==> src/rtl/word_tx_fifo.sv <==
// word_tx_fifo
//
// Transmit FIFO plus word-to-byte serializer that sits between the core's
// output-word producer and the byte-wide UART transmitter.
//
// Words are queued in a DEPTH-entry memory. A one-word serializer pulls
// them out and emits them as NBYTES bytes, most or least significant
// byte first. When the last byte of a word is taken and another word is
// waiting, that word is loaded on the same edge. Consecutive words
// therefore form one continuous byte stream.
//
// Parameters:
//   WORD_WIDTH - input word width in bits, multiple of 8, 8..64
//   DEPTH      - FIFO depth in words, power of 2, >= 2
//   MSB_FIRST  - 1: most significant byte first, 0: least significant first
//
// Ports:
//   CLK        clock
//   reset      synchronous, active-high
//   in_data    word to enqueue
//   in_valid   producer offers in_data
//   in_ready   FIFO can accept (== !full)
//   out_data   byte to transmitter (0 while no byte is offered)
//   out_valid  out_data valid
//   out_ready  transmitter accepts byte
//   count      words held in FIFO memory (excludes word in serializer)
//   full       count == DEPTH
//   empty      count == 0
//   busy       serializer holds a word
//   overflow   sticky: in_valid was seen while full

module word_tx_fifo #(
  parameter int WORD_WIDTH = 32,
  parameter int DEPTH      = 32,
  parameter bit MSB_FIRST  = 1'b1
) (
  input  logic                       CLK,
  input  logic                       reset,
  input  logic [WORD_WIDTH-1:0]      in_data,
  input  logic                       in_valid,
  output logic                       in_ready,
  output logic [7:0]                 out_data,
  output logic                       out_valid,
  input  logic                       out_ready,
  output logic [$clog2(DEPTH):0]     count,
  output logic                       full,
  output logic                       empty,
  output logic                       busy,
  output logic                       overflow
);

  localparam int NBYTES = WORD_WIDTH / 8;
  localparam int AW     = $clog2(DEPTH);
  localparam int CW     = AW + 1;
  localparam int IW     = (NBYTES > 1) ? $clog2(NBYTES) : 1;

  localparam logic [0:0] ST_IDLE = 1'b0;
  localparam logic [0:0] ST_SEND = 1'b1;

  // ---------------------------------------------------------------------
  // Stage p0: word storage (memory, pointers, occupancy)
  // ---------------------------------------------------------------------
  logic [WORD_WIDTH-1:0] mem_p0 [DEPTH];
  logic [AW-1:0]         head_p0;
  logic [AW-1:0]         tail_p0;
  logic [CW-1:0]         count_p0;
  logic                  overflow_p0;

  // ---------------------------------------------------------------------
  // Stage p1: serializer (shift register, byte index, state)
  // ---------------------------------------------------------------------
  logic [WORD_WIDTH-1:0] shift_p1;
  logic [IW-1:0]         byte_idx_p1;
  logic [0:0]            state_p1;
  logic                  vld_p1;

  logic                  full_p0;
  logic                  empty_p0;
  logic                  push;
  logic                  xfer;
  logic                  last_xfer;
  logic                  load;
  logic [7:0]            cur_byte;

  // Status is derived from registered state only, so there is no
  // combinational path from out_ready to in_ready or from in_valid to
  // out_valid.
  assign full_p0  = (count_p0 == CW'(DEPTH));
  assign empty_p0 = (count_p0 == '0);
  assign vld_p1   = (state_p1 == ST_SEND);

  assign push      = in_valid && !full_p0;
  assign xfer      = vld_p1 && out_ready;
  assign last_xfer = xfer && (byte_idx_p1 == IW'(NBYTES - 1));
  // A word leaves memory either when the serializer is idle or on the
  // same edge that the final byte of the current word is accepted.
  assign load      = !empty_p0 && (!vld_p1 || last_xfer);

  // Memory contents are plain data and carry no reset.
  always_ff @(posedge CLK) begin
    if (push) begin
      mem_p0[tail_p0] <= in_data;
    end
  end

  always_ff @(posedge CLK) begin
    if (reset) begin
      head_p0     <= '0;
      tail_p0     <= '0;
      count_p0    <= '0;
      overflow_p0 <= 1'b0;
    end else begin
      if (push) begin
        tail_p0 <= tail_p0 + AW'(1);
      end
      if (load) begin
        head_p0 <= head_p0 + AW'(1);
      end
      case ({push, load})
        2'b10:   count_p0 <= count_p0 + CW'(1);
        2'b01:   count_p0 <= count_p0 - CW'(1);
        default: count_p0 <= count_p0;
      endcase
      if (in_valid && full_p0) begin
        overflow_p0 <= 1'b1;
      end
    end
  end

  // The shift register holds data only. Its contents are invisible while
  // the serializer is idle because out_data is forced to zero then.
  always_ff @(posedge CLK) begin
    if (load) begin
      shift_p1 <= mem_p0[head_p0];
    end else if (xfer) begin
      if (MSB_FIRST) begin
        shift_p1 <= shift_p1 << 8;
      end else begin
        shift_p1 <= shift_p1 >> 8;
      end
    end
  end

  always_ff @(posedge CLK) begin
    if (reset) begin
      state_p1    <= ST_IDLE;
      byte_idx_p1 <= '0;
    end else begin
      if (load) begin
        state_p1    <= ST_SEND;
        byte_idx_p1 <= '0;
      end else begin
        if (last_xfer) begin
          state_p1 <= ST_IDLE;
        end
        if (xfer) begin
          byte_idx_p1 <= byte_idx_p1 + IW'(1);
        end
      end
    end
  end

  // ---------------------------------------------------------------------
  // Outputs
  // ---------------------------------------------------------------------
  assign cur_byte  = MSB_FIRST ? shift_p1[WORD_WIDTH-1 -: 8] : shift_p1[7:0];
  assign out_data  = vld_p1 ? cur_byte : 8'h00;
  assign out_valid = vld_p1;
  assign busy      = vld_p1;
  assign in_ready  = !full_p0;
  assign count     = count_p0;
  assign full      = full_p0;
  assign empty     = empty_p0;
  assign overflow  = overflow_p0;

endmodule

==> config.mk <==
export PLATFORM = sky130hd
export DESIGN_NAME = word_tx_fifo
export DESIGN_NICKNAME = d
export VERILOG_FILES = /design/src/rtl/word_tx_fifo.sv
export SDC_FILE = /design/constraint.sdc
export NUM_CORES = 1
export LEC_CHECK = 0
export ABC_AREA = 1
export CAP_MARGIN = 20
export CORE_ASPECT_RATIO = 1.75
export CORE_MARGIN = 3
export CORE_UTILIZATION = 40
export CTS_BUF_LIST = sky130_fd_sc_hd__clkbuf_4 sky130_fd_sc_hd__clkbuf_8 sky130_fd_sc_hd__clkbuf_16
export CTS_CLUSTER_SIZE = 30
export DETAILED_ROUTE_END_ITERATION = 8
export PLACE_DENSITY = 0.62
export SLEW_MARGIN = 5
export SYNTH_ARGS = -nofsm -noshare
export SYNTH_HDL_FRONTEND = slang
export SYNTH_SLANG_ARGS = --single-unit
==> constraint.sdc <==
create_clock -name CLK -period 4.4 [get_ports CLK]
set_clock_uncertainty 0.1 [all_clocks]
set_input_delay 0.88 -clock CLK [delete_from_list [all_inputs] [get_ports CLK]]
set_output_delay 0.88 -clock CLK [all_outputs]
set_load 0.03 [all_outputs]
==> results.toml <==
[place]
hpwl_um = 72590
gp_congestion = 0.8909
io_buffer_count = 55
dpl_cell_area_um2 = 46150

[worst_setup_path]
end_kind = "output pin"
startpoint_type = "flop"
worstPathRequired_ns = 3.42
crit_fanout = 13
critPathArrivalTime_ns = 2.65
crit_type = "reg2out"
regToRegSetupSlack_ns = 1.44

[power]
vdd.ir_drop.worst_v = 0.0004949
leakage_nw = 17.40
total_power_mw = 27.78
p_switching_mw = 9.681
sw_frac_of_total_pct = 34.85
p_per_area_nw_per_um2 = 567.1
p_comb_share_pct = 28.7
clockPowerShare_pct = 28.3
intPower_mw = 18.09
pwr-share-seq_pct = 43.1

[sta]
worst_pin_slew_ns = 0.9761
finalSetupViolations = 0
rsz0062_at_grt = "no"
fmaxAchievable_mhz = 275.5
slew_headroom_pct = 34.93
setup_tns_ns = 0
finalMaxSlewViolations = 0
period_needed_ns = 3.630
period_share_pct = 82.50
finalHoldViolations = 0

[run_status]
status = "finished clean"

[job]
max_cap_violations = 0

[clocking]
insertion_delay_ns = 0.69
clk_transition_reported_paths_ns = 0.07
cts_setup_buffers = 0
root_buffer = "clkbuf_16"
cts_tree = "yes"
cts_made_buffers = 88
cts_buffer_depth = 3
cts_resized = 0
htreeDepth = 3
cts.sinks = 1081
ctsHoldBuffers = 0

[layout]
final_nets = 3791
layout-drive-gt1-share_pct = 8.693
fill_cells = 9736
synthToLayoutAreaGrowth_pct = 10.89
final_cell_area_um2 = 48980

[floorplanning]
chipWidth_um = 257.2
die_y_um = 445.6
core-area_um2 = 109100
die_area_um2 = 114600
row_count = 160
io_pins = 56
start_util_pct = 40.48

[global_route]
grt_pass1_wl_um = 179200
grt_pass1_vias = 28089
antenna_found_initial = 2
track_usage_pct = 21.11
grt_start_max_net_pins = 178
grt_overflow = 0

[synth]
synth-seq-cells = 1081
ys_types = 28
yosys_warnings = 0
syn_inst = 3719
synth_area_um2 = 44170
seq_area_frac_synth_pct = 72.93
syn_area_per_cell_um2 = 11.88
synth_nets = 3764

[routing]
via_per_inst = 5.375
vias = 28368
dr.pass1.iters = 7
drc_errors = 0
drtAntennaViolNets = 0
wire_per_inst_um = 23.10
drt-total-wl_um = 121900
drt-initial-drc-count = 2434

[hold_path]
hold_path_class = "reg2reg"
[state kept, by name (all words and copies together), names as in the netlist, named ones only]
| signal | flops |
|---|---|
| count | 6 |
| busy | 1 |
| mem_p0 | 1024 |
| tail_p0 | 5 |
| byte_idx_p1 | 2 |
| overflow | 1 |
| shift_p1 | 32 |
| head_p0 | 5 |
[layer usage]
metal  wire length, um  global-route usage, %
met4              7843                  12.84
met5                 7                      0
met3              6251                  2.657
met2             64630                  38.65
met1             43210                  23.23
[area by class of cell]
type / instances / area [um2] / area share [%]
diodes: 1 / 2.502 / 0.005109
clock buffers: 108 / 2405 / 4.910
clock inverters: 55 / 417.9 / 0.8533
inverters: 43 / 190.2 / 0.3883
multi-input cells: 2362 / 10420 / 21.28
flip-flops and latches: 1081 / 32230 / 65.80
well taps: 1458 / 1824 / 3.725
repair buffers: 170 / 1489 / 3.040
[synthesized netlist by cell type]
library cell / count / area [um2]
nand3b_1: 1 / 7.510
ha_1: 9 / 112.6
clkbuf_1: 25 / 93.84
nand3_1: 809 / 4049
o21ai_1: 12 / 60.06
nor3_1: 7 / 35.03
inv_8: 1 / 11.26
xnor2_1: 5 / 43.79
nand4_1: 1 / 6.260
nand2_2: 10 / 62.56
dfxtp_1: 25 / 500.5
buf_6: 60 / 675.7
a211oi_2: 1 / 12.51
buf_2: 102 / 510.5
a21oi_1: 25 / 125.1
edfxtp_1: 1056 / 31710
xor2_1: 5 / 43.79
buf_1: 18 / 67.56
nor2_1: 96 / 360.4
o22ai_1: 9 / 56.30
buf_4: 24 / 180.2
buf_8: 2 / 30.03
o21ai_0: 48 / 240.2
inv_1: 39 / 146.4
o21bai_1: 1 / 7.510
buf_12: 2 / 40.04
nand2_1: 1323 / 4966
inv_2: 3 / 11.26
[power groups by stage]
stage	clock [mW]	sequential (mW)	combinational (mW)
2_1_floorplan	0	12.1	5.62
3_3_place_gp	0	12.2	7.96
3_5_place_dp	0	12.2	8.01
4_1_cts	7.94	12.0	8.03
5_1_grt	8.33	12.0	8.76
6_report	7.85	12.0	7.96
[placed cells by master, fill, tap and decap left out, types with 6 or more instances in the layout]
cell	instances
inv_1	37
nand2_1	1322
o21ai_0	48
clkdlybuf4s50_1	40
edfxtp_1	1056
clkbuf_16	91
buf_4	103
clkinv_2	22
a21oi_1	25
nand2_2	11
buf_12	12
clkinv_1	16
nor2_1	68
nor2_4	28
o22ai_1	9
ha_1	9
clkbuf_4	17
buf_2	15
nand3_1	809
clkinvlp_4	6
dfxtp_1	20
o21ai_1	12
[final timing paths]
kind                  from           to  cells after the start
hold / removal    overflow     overflow                      2
setup reg to reg      flop  shift_p1[6]                      8
setup / recovery      busy  out_data[6]                      3
hold reg to reg   overflow     overflow                      2
[critical path, stage by stage (launching register included)]
cell,delay [ns]
dfxtp_1,0.84
nand2_1,0.33
inv_1,0.12
clkdlybuf4s50_1,0.67
[cells by family after synthesis]
group                    after synthesis  share of synthesized area [%]
buffers and inverters                276                          4.000
AO/OA/AOI/OAI                         96                          1.136
adder cells (fa/ha/maj)                9                         0.2550
AND/OR/NAND/NOR                     2247                          21.48
XOR/XNOR                              10                         0.1983
flip-flops                          1081                          72.93
[per-stage QoR]
step | util (%) | instances | hold slack (ns) | worst slack (ns)
after global routing | 44.89 | 5278 | 0.4247 | 0.6485
after CTS | 44.89 | 5277 | 0.3892 | 0.6669
final | 44.89 | 5278 | 0.3746 | 0.7699
after global placement | 42.30 | 5114 | 0.3513 | 0.6283
after floorplan | - | 3719 | 0.3594 | 0.2312
after detailed placement | 42.30 | 5114 | 0.3733 | 0.7369
No activity file was read; power rests on OpenSTA's default activity.
